<file path="src/rtl/if_stage_if.sv">
// Instruction-memory request/response bus between the fetch stage and the I-memory.
// Fetch drives one request per cycle and holds the address until the memory answers with ready.
interface if_stage_if;
   logic        imem_req;
   logic [31:0] imem_addr;
   logic [31:0] imem_rdata;
   logic        imem_ready;

   modport master (output imem_req, output imem_addr, input imem_rdata, input imem_ready);
   modport slave  (input imem_req, input imem_addr, output imem_rdata, output imem_ready);
endinterface

</file>
<file path="src/rtl/if_stage.sv">
// Instruction fetch stage: PC register, I-memory handshake and the IF/ID pipeline register.
// Redirects override hazard stalls; wrong-path responses are squashed while a request is outstanding.
module if_stage (
   input  logic        clk,
   input  logic        rst,
   input  logic        PCWrite,
   input  logic        IF_ID_Write,
   input  logic        Branch_Taken,
   input  logic [31:0] Branch_Target,
   input  logic        Jump,
   input  logic [31:0] Jump_Target,
   if_stage_if.master  mem,
   output logic [31:0] IF_ID_PC,
   output logic [31:0] IF_ID_Instr,
   output logic        IF_ID_Valid,
   output logic        Fetch_Stall
);

   typedef enum logic [1:0] {FETCH, SQUASH, HOLD} state_t;

   state_t      state;
   logic [31:0] pc;
   logic [31:0] buffer;
   logic [31:0] saved_target;
   logic        redirect;
   logic        stall;
   logic [31:0] target;
   logic [31:0] pc_plus4;

   assign redirect = Branch_Taken | Jump;
   assign target   = (Branch_Taken ? Branch_Target : Jump_Target) & 32'hFFFF_FFFC;
   assign stall    = ~PCWrite | ~IF_ID_Write;
   assign pc_plus4 = pc + 32'd4;

   // The request is gated by reset so a mid-operation reset never issues a fetch.
   assign mem.imem_req  = ~rst & (state != HOLD);
   assign mem.imem_addr = pc;
   assign Fetch_Stall   = ~mem.imem_ready & (state != HOLD);

   // NOTE: every register here is written with <= so all of them see the pre-edge values.
   always_ff @(posedge clk) begin
      if (rst) begin
         state        <= FETCH;
         pc           <= 32'h0;
         buffer       <= 32'h0;
         saved_target <= 32'h0;
         IF_ID_PC     <= 32'h0;
         IF_ID_Instr  <= 32'h0;
         IF_ID_Valid  <= 1'b0;
      end else begin
         case (state)
            FETCH: begin
               if (redirect) begin
                  IF_ID_PC    <= 32'h0;
                  IF_ID_Instr <= 32'h0;
                  IF_ID_Valid <= 1'b0;
                  if (mem.imem_ready) begin
                     pc <= target;
                  end else begin
                     saved_target <= target;
                     state        <= SQUASH;
                  end
               end else if (mem.imem_ready) begin
                  if (stall) begin
                     buffer <= mem.imem_rdata;
                     state  <= HOLD;
                  end else begin
                     IF_ID_PC    <= pc_plus4;
                     IF_ID_Instr <= mem.imem_rdata;
                     IF_ID_Valid <= 1'b1;
                     pc          <= pc_plus4;
                  end
               end else if (IF_ID_Write) begin
                  IF_ID_PC    <= 32'h0;
                  IF_ID_Instr <= 32'h0;
                  IF_ID_Valid <= 1'b0;
               end
            end

            SQUASH: begin
               IF_ID_PC    <= 32'h0;
               IF_ID_Instr <= 32'h0;
               IF_ID_Valid <= 1'b0;
               if (mem.imem_ready) begin
                  pc    <= redirect ? target : saved_target;
                  state <= FETCH;
               end else if (redirect) begin
                  saved_target <= target;
               end
            end

            HOLD: begin
               if (redirect) begin
                  IF_ID_PC    <= 32'h0;
                  IF_ID_Instr <= 32'h0;
                  IF_ID_Valid <= 1'b0;
                  pc          <= target;
                  state       <= FETCH;
               end else if (!stall) begin
                  IF_ID_PC    <= pc_plus4;
                  IF_ID_Instr <= buffer;
                  IF_ID_Valid <= 1'b1;
                  pc          <= pc_plus4;
                  state       <= FETCH;
               end
            end

            default: state <= FETCH;
         endcase
      end
   end

endmodule
</file>
<file path="src/flat_wrapper.sv">
// flat-port wrapper written by rule: the top's interface ports become plain ports
module if_stage_flat 
  (clk, rst, PCWrite, IF_ID_Write, Branch_Taken, Branch_Target, Jump, Jump_Target, IF_ID_PC, IF_ID_Instr, IF_ID_Valid, Fetch_Stall, mem_imem_req, mem_imem_addr, mem_imem_rdata, mem_imem_ready);
  if_stage_if mem_i ();
  input  logic clk;
  input  logic rst;
  input  logic PCWrite;
  input  logic IF_ID_Write;
  input  logic Branch_Taken;
  input  logic [31:0] Branch_Target;
  input  logic Jump;
  input  logic [31:0] Jump_Target;
  output logic [31:0] IF_ID_PC;
  output logic [31:0] IF_ID_Instr;
  output logic IF_ID_Valid;
  output logic Fetch_Stall;
  output wire logic [$bits(mem_i.imem_req)-1:0] mem_imem_req;
  output wire logic [$bits(mem_i.imem_addr)-1:0] mem_imem_addr;
  input wire logic [$bits(mem_i.imem_rdata)-1:0] mem_imem_rdata;
  input wire logic [$bits(mem_i.imem_ready)-1:0] mem_imem_ready;
  assign mem_imem_req = mem_i.imem_req;
  assign mem_imem_addr = mem_i.imem_addr;
  assign mem_i.imem_rdata = mem_imem_rdata;
  assign mem_i.imem_ready = mem_imem_ready;
  if_stage u_core (.clk(clk), .rst(rst), .PCWrite(PCWrite), .IF_ID_Write(IF_ID_Write), .Branch_Taken(Branch_Taken), .Branch_Target(Branch_Target), .Jump(Jump), .Jump_Target(Jump_Target), .mem(mem_i), .IF_ID_PC(IF_ID_PC), .IF_ID_Instr(IF_ID_Instr), .IF_ID_Valid(IF_ID_Valid), .Fetch_Stall(Fetch_Stall));
endmodule
</file>
<file path="config.mk">
export PLATFORM = sky130hd
export DESIGN_NAME = if_stage_flat
export DESIGN_NICKNAME = d
export VERILOG_FILES = /design/src/rtl/if_stage_if.sv /design/src/rtl/if_stage.sv /design/src/flat_wrapper.sv
export SDC_FILE = /design/constraint.sdc
export NUM_CORES = 1
export LEC_CHECK = 0
export CAP_MARGIN = 20
export CORE_MARGIN = 2
export CORE_UTILIZATION = 35
export CTS_BUF_LIST = sky130_fd_sc_hd__clkbuf_8
export DETAILED_ROUTE_END_ITERATION = 7
export HOLD_SLACK_MARGIN = 0.05
export SYNTH_ARGS = -nofsm -noshare
export SYNTH_HDL_FRONTEND = slang
export SYNTH_SLANG_ARGS = --single-unit
export TNS_END_PERCENT = 10
</file>
<file path="constraint.sdc">
create_clock -name clk -period 5.9 [get_ports clk]
set_input_delay 0.59 -clock clk [delete_from_list [all_inputs] [get_ports clk]]
set_output_delay 0.59 -clock clk [all_outputs]
set_load 0.01 [all_outputs]
</file>
==> key figures <==
Clocking
  • CTS tree: done
  • Max clock buf depth: 2
  • Clock H-tree levels: 4
  • Worst-Skew Late Latency: 0.47 ns
  • Root buffer cell: clkbuf_8
  • Post-cts hold buffer count: 0
  • CTS buffer count: 17
  • Clk sink count: around 160
  • Resized Gates After CTS: 0
  • CTS clk-pin slew, worst paths: 0.11 ns
  • Post-CTS Setup Repair Bufs: 0

Synth
  • Mapped Area: ~8000 µm²
  • Mean Syn Cell Area: about 8.0 µm²
  • Synth top cells by count: 163 x dfxtp_1, 135 x nand2_1, 114 x nor2_1, 79 x a21oi_1, 75 x clkbuf_1
  • Xor-xnor portion of the synthesized cell area: 0.0296
  • Mapped Nets: 1109
  • Synth Area in Compound Gates: 0.265
  • Synth area leader: dfxtp_1
  • Synth Register Bits: around 160
  • Most common cell in the netlist: dfxtp_1
  • Synth top area share: 0.408
  • Warnings from Yosys: 0
  • Mux share of post-synthesis cell area: 0.0344
  • Mapped Cells: 1001
  • Ys flop type: dfxtp_1
  • Post-synth EDFFs: 0
  • Ys async rst share: 0
  • Synth area leaders: dfxtp_1 41%, nand2_1 6.3%, a211oi_1 6.0%
  • Synth unique cells: 57
  • Largest family of logic cells by synthesized area: compound AO/OA/AOI/OAI gates
  • Simple-gate portion of the synthesized area: 0.203
  • Seq/Total Area, Yosys: 0.408
  • Synth Area in Adders: 0.00783

Timing
  • Final hold vios: 0
  • Slew HR: 0.250
  • Final Max Tran Viols: 0
  • Final period util: 0.533
  • Final setup violation count: 0
  • Worst Tran Pin Value: around 1.1 ns
  • Setup Total Neg Slack: 0 ns
  • Fmax: roughly 320 MHz
  • Setup Skew: a little over 0.02 ns
  • Unrepaired setup endpoints after global routing: no
  • Post-layout min period: between 3 and 4 ns

Power and ir drop
  • Internal power: about 1800 µW
  • Power share of the combinational group: 0.228
  • Worst VDD drop: between 0.1 and 0.15 mV
  • Static Leak: between 0.003 and 0.004 µW
  • Part of the power in registers: 0.463
  • Switching Share: 0.347
  • PwrDens: 262 nW/µm²
  • Net switching power: between 900 and 1000 µW
  • Final Power: between 2000 and 3000 µW
  • Clk pwr share: 0.309

Place
  • GPL Wtd Cong: ~0.89
  • Dpl hpwl: 18100 µm
  • Port-buffer cells: 197

Routing
  • DR vias: approximately 7900
  • Post-Route WL: about 26000 µm
  • Initial DRT Pass Iterations: 5
  • Vias per cell: between 5 and 6
  • Wirelength per Cell: between 15 and 20 µm
  • Drt drc: 0
  • 1st-iter DRT viols: roughly 660
  • Antenna Nets Post-Route: 0

Layout
  • Inserted Diodes: 0
  • Share of cells above drive strength 1: 0.0557
  • Area Growth Syn to Fin: 31.3%
  • Nets: 1245

Setup path
  • Critical-path cell list: inv_1 -> ha_2 -> nor3_2 -> a211oi_2 -> buf_4 -> buf_4 -> o21ai_0 -> a32o_1
  • CP Depth: 8
  • Worst Path Buf+Inv: 3
  • Reg2reg path depth: 8
  • CP startpoint kind: flop
  • CP Max Fanout: 38
  • Worst endpoint required time: between 6 and 7 ns
  • Crit end category: flop
  • Most frequent CP cell: buf_4
  • CP delay by family, top: compound AO/OA/AOI/OAI gates
  • Arrival @ worst endpoint: 3.51 ns
  • Critical path class: flop to flop
  • Critical-path top delay cell: ha_2
  • Largest stage delay on the critical path: between 0.7 and 0.8 ns

Die
  • Core Region: 22500 µm²
  • Die height: between 150 and 200 µm
  • I/O pin total: roughly 200
  • DIE WIDTH: 155 µm
  • Initial Util: 0.355
  • Num rows: 55
  • Die ar.: 24100 µm²

GRT
  • Gr ovfl total: 0
  • Largest net degree at the start of global routing: 89
  • GRT Overall Usage: 0.214
  • Vias in the first global route: between 7000 and 8000
  • First-pass GRT wire length: 40400 µm
  • Initial antenna violation count: 1

Hold path
  • Hold Path Depth: 2
  • Worst hold path class: flop to flop

Status
  • Status: complete, no violations

Run
  • Max capacitance violation total: 0
-- final timing paths --
kind | start | endpoint | slack (ns)
worst min-delay path | u_core.buffer[19]$_SDFFE_PP0P_ | u_core.buffer[19]$_SDFFE_PP0P_ | 0.46
worst max register to register | u_core.state[1]$_SDFFE_PP0P_ | u_core.mem.imem_addr[18]$_SDFFE_PP0P_ | 2.76
worst min register to register | u_core.buffer[19]$_SDFFE_PP0P_ | u_core.buffer[19]$_SDFFE_PP0P_ | 0.46
worst max-delay path | u_core.state[1]$_SDFFE_PP0P_ | u_core.mem.imem_addr[18]$_SDFFE_PP0P_ | 2.76
-- cells by family (layout without fill, tap and decap cells) --
| logic type | count (synthesis) | in the layout |
|---|---|---|
| mux | 27 | 27 |
| compound gates | 317 | 317 |
| xor+xnor | 27 | 27 |
| flops | 163 | 163 |
| fa+ha+maj | 5 | 5 |
| buf+inv | 106 | 255 |
| simple gates | 356 | 356 |
-- routing by layer --
layer / global-route usage / wire, µm / vias up
li1: - / - / 3905
met5: 0 / 13 / -
met3: 0.0501 / 1830 / 37
met2: 0.322 / 11500 / 255
met4: 0.0661 / 529 / 2
met1: 0.303 / 12500 / 3684
-- power groups by stage --
| stage | clock network, µW | registers, µW | logic, µW |
|---|---|---|---|
| floorplan | 0 | 1280 | 343 |
| global placement | 0 | 1290 | 610 |
| detailed placement | 0 | 1300 | 615 |
| CTS | 873 | 1270 | 618 |
| global route | 918 | 1290 | 681 |
| finish | 850 | 1270 | 626 |
-- flip-flops by register name, indices dropped and copies added (netlist names) --
signal,cells
u_core.saved_target,32
u_core.IF_ID_Valid,1
u_core.state,2
u_core.IF_ID_PC,32
u_core.mem.imem_addr,32
u_core.IF_ID_Instr,32
u_core.buffer,32
-- layout by cell type (no fill, tap or decap), types with 12 or more instances in the layout --
cell type        synthesis  final
nor2_1                 114    113
a211oi_1                64     64
nand4_1                 16     16
clkbuf_8                 0     17
clkdlybuf4s50_1          0    195
o2bb2ai_1               13     13
buf_4                    0     12
nand3_1                 17     17
a311oi_1                16     16
a31oi_1                 15     15
and2_1                  13     12
inv_1                   13     13
nor3_1                  15     15
a22oi_1                 36     36
nand2_1                135    135
xnor2_1                 18     18
a21oi_1                 79     79
dfxtp_1                163    163
mux2i_1                 23     23
o21ai_0                 53     53
-- tightest hold or removal path: cells and delay by family (launching register included) --
family	cells	cell delay [ns]
and+or+nand+nor	1	0.05
DFF	1	0.33
AOI/OAI and AO/OA	1	0.05
-- metrics by stage --
step	cells	worst slack, ns	utilization	hold WS, ns	area, µm²
floorplan	1001	3.79	-	0.437	7990
CTS	1432	2.45	0.464	0.462	10400
global route	1435	2.53	0.466	0.478	10500
global placement	1400	2.29	0.446	0.442	10000
detailed placement	1400	2.21	0.446	0.447	10000
finish	1435	2.76	0.466	0.461	10500
-- cell type report --
cell class	instances	area, µm²
clock buffers	17	234
clock inverters	15	185
fillers	2251	12000
inverters	13	48.8
multi-input cells	732	4320
flip-flops and latches	163	3260
well taps	285	357
repair buffers	210	2090
No activity file was read; power rests on OpenSTA's default activity.
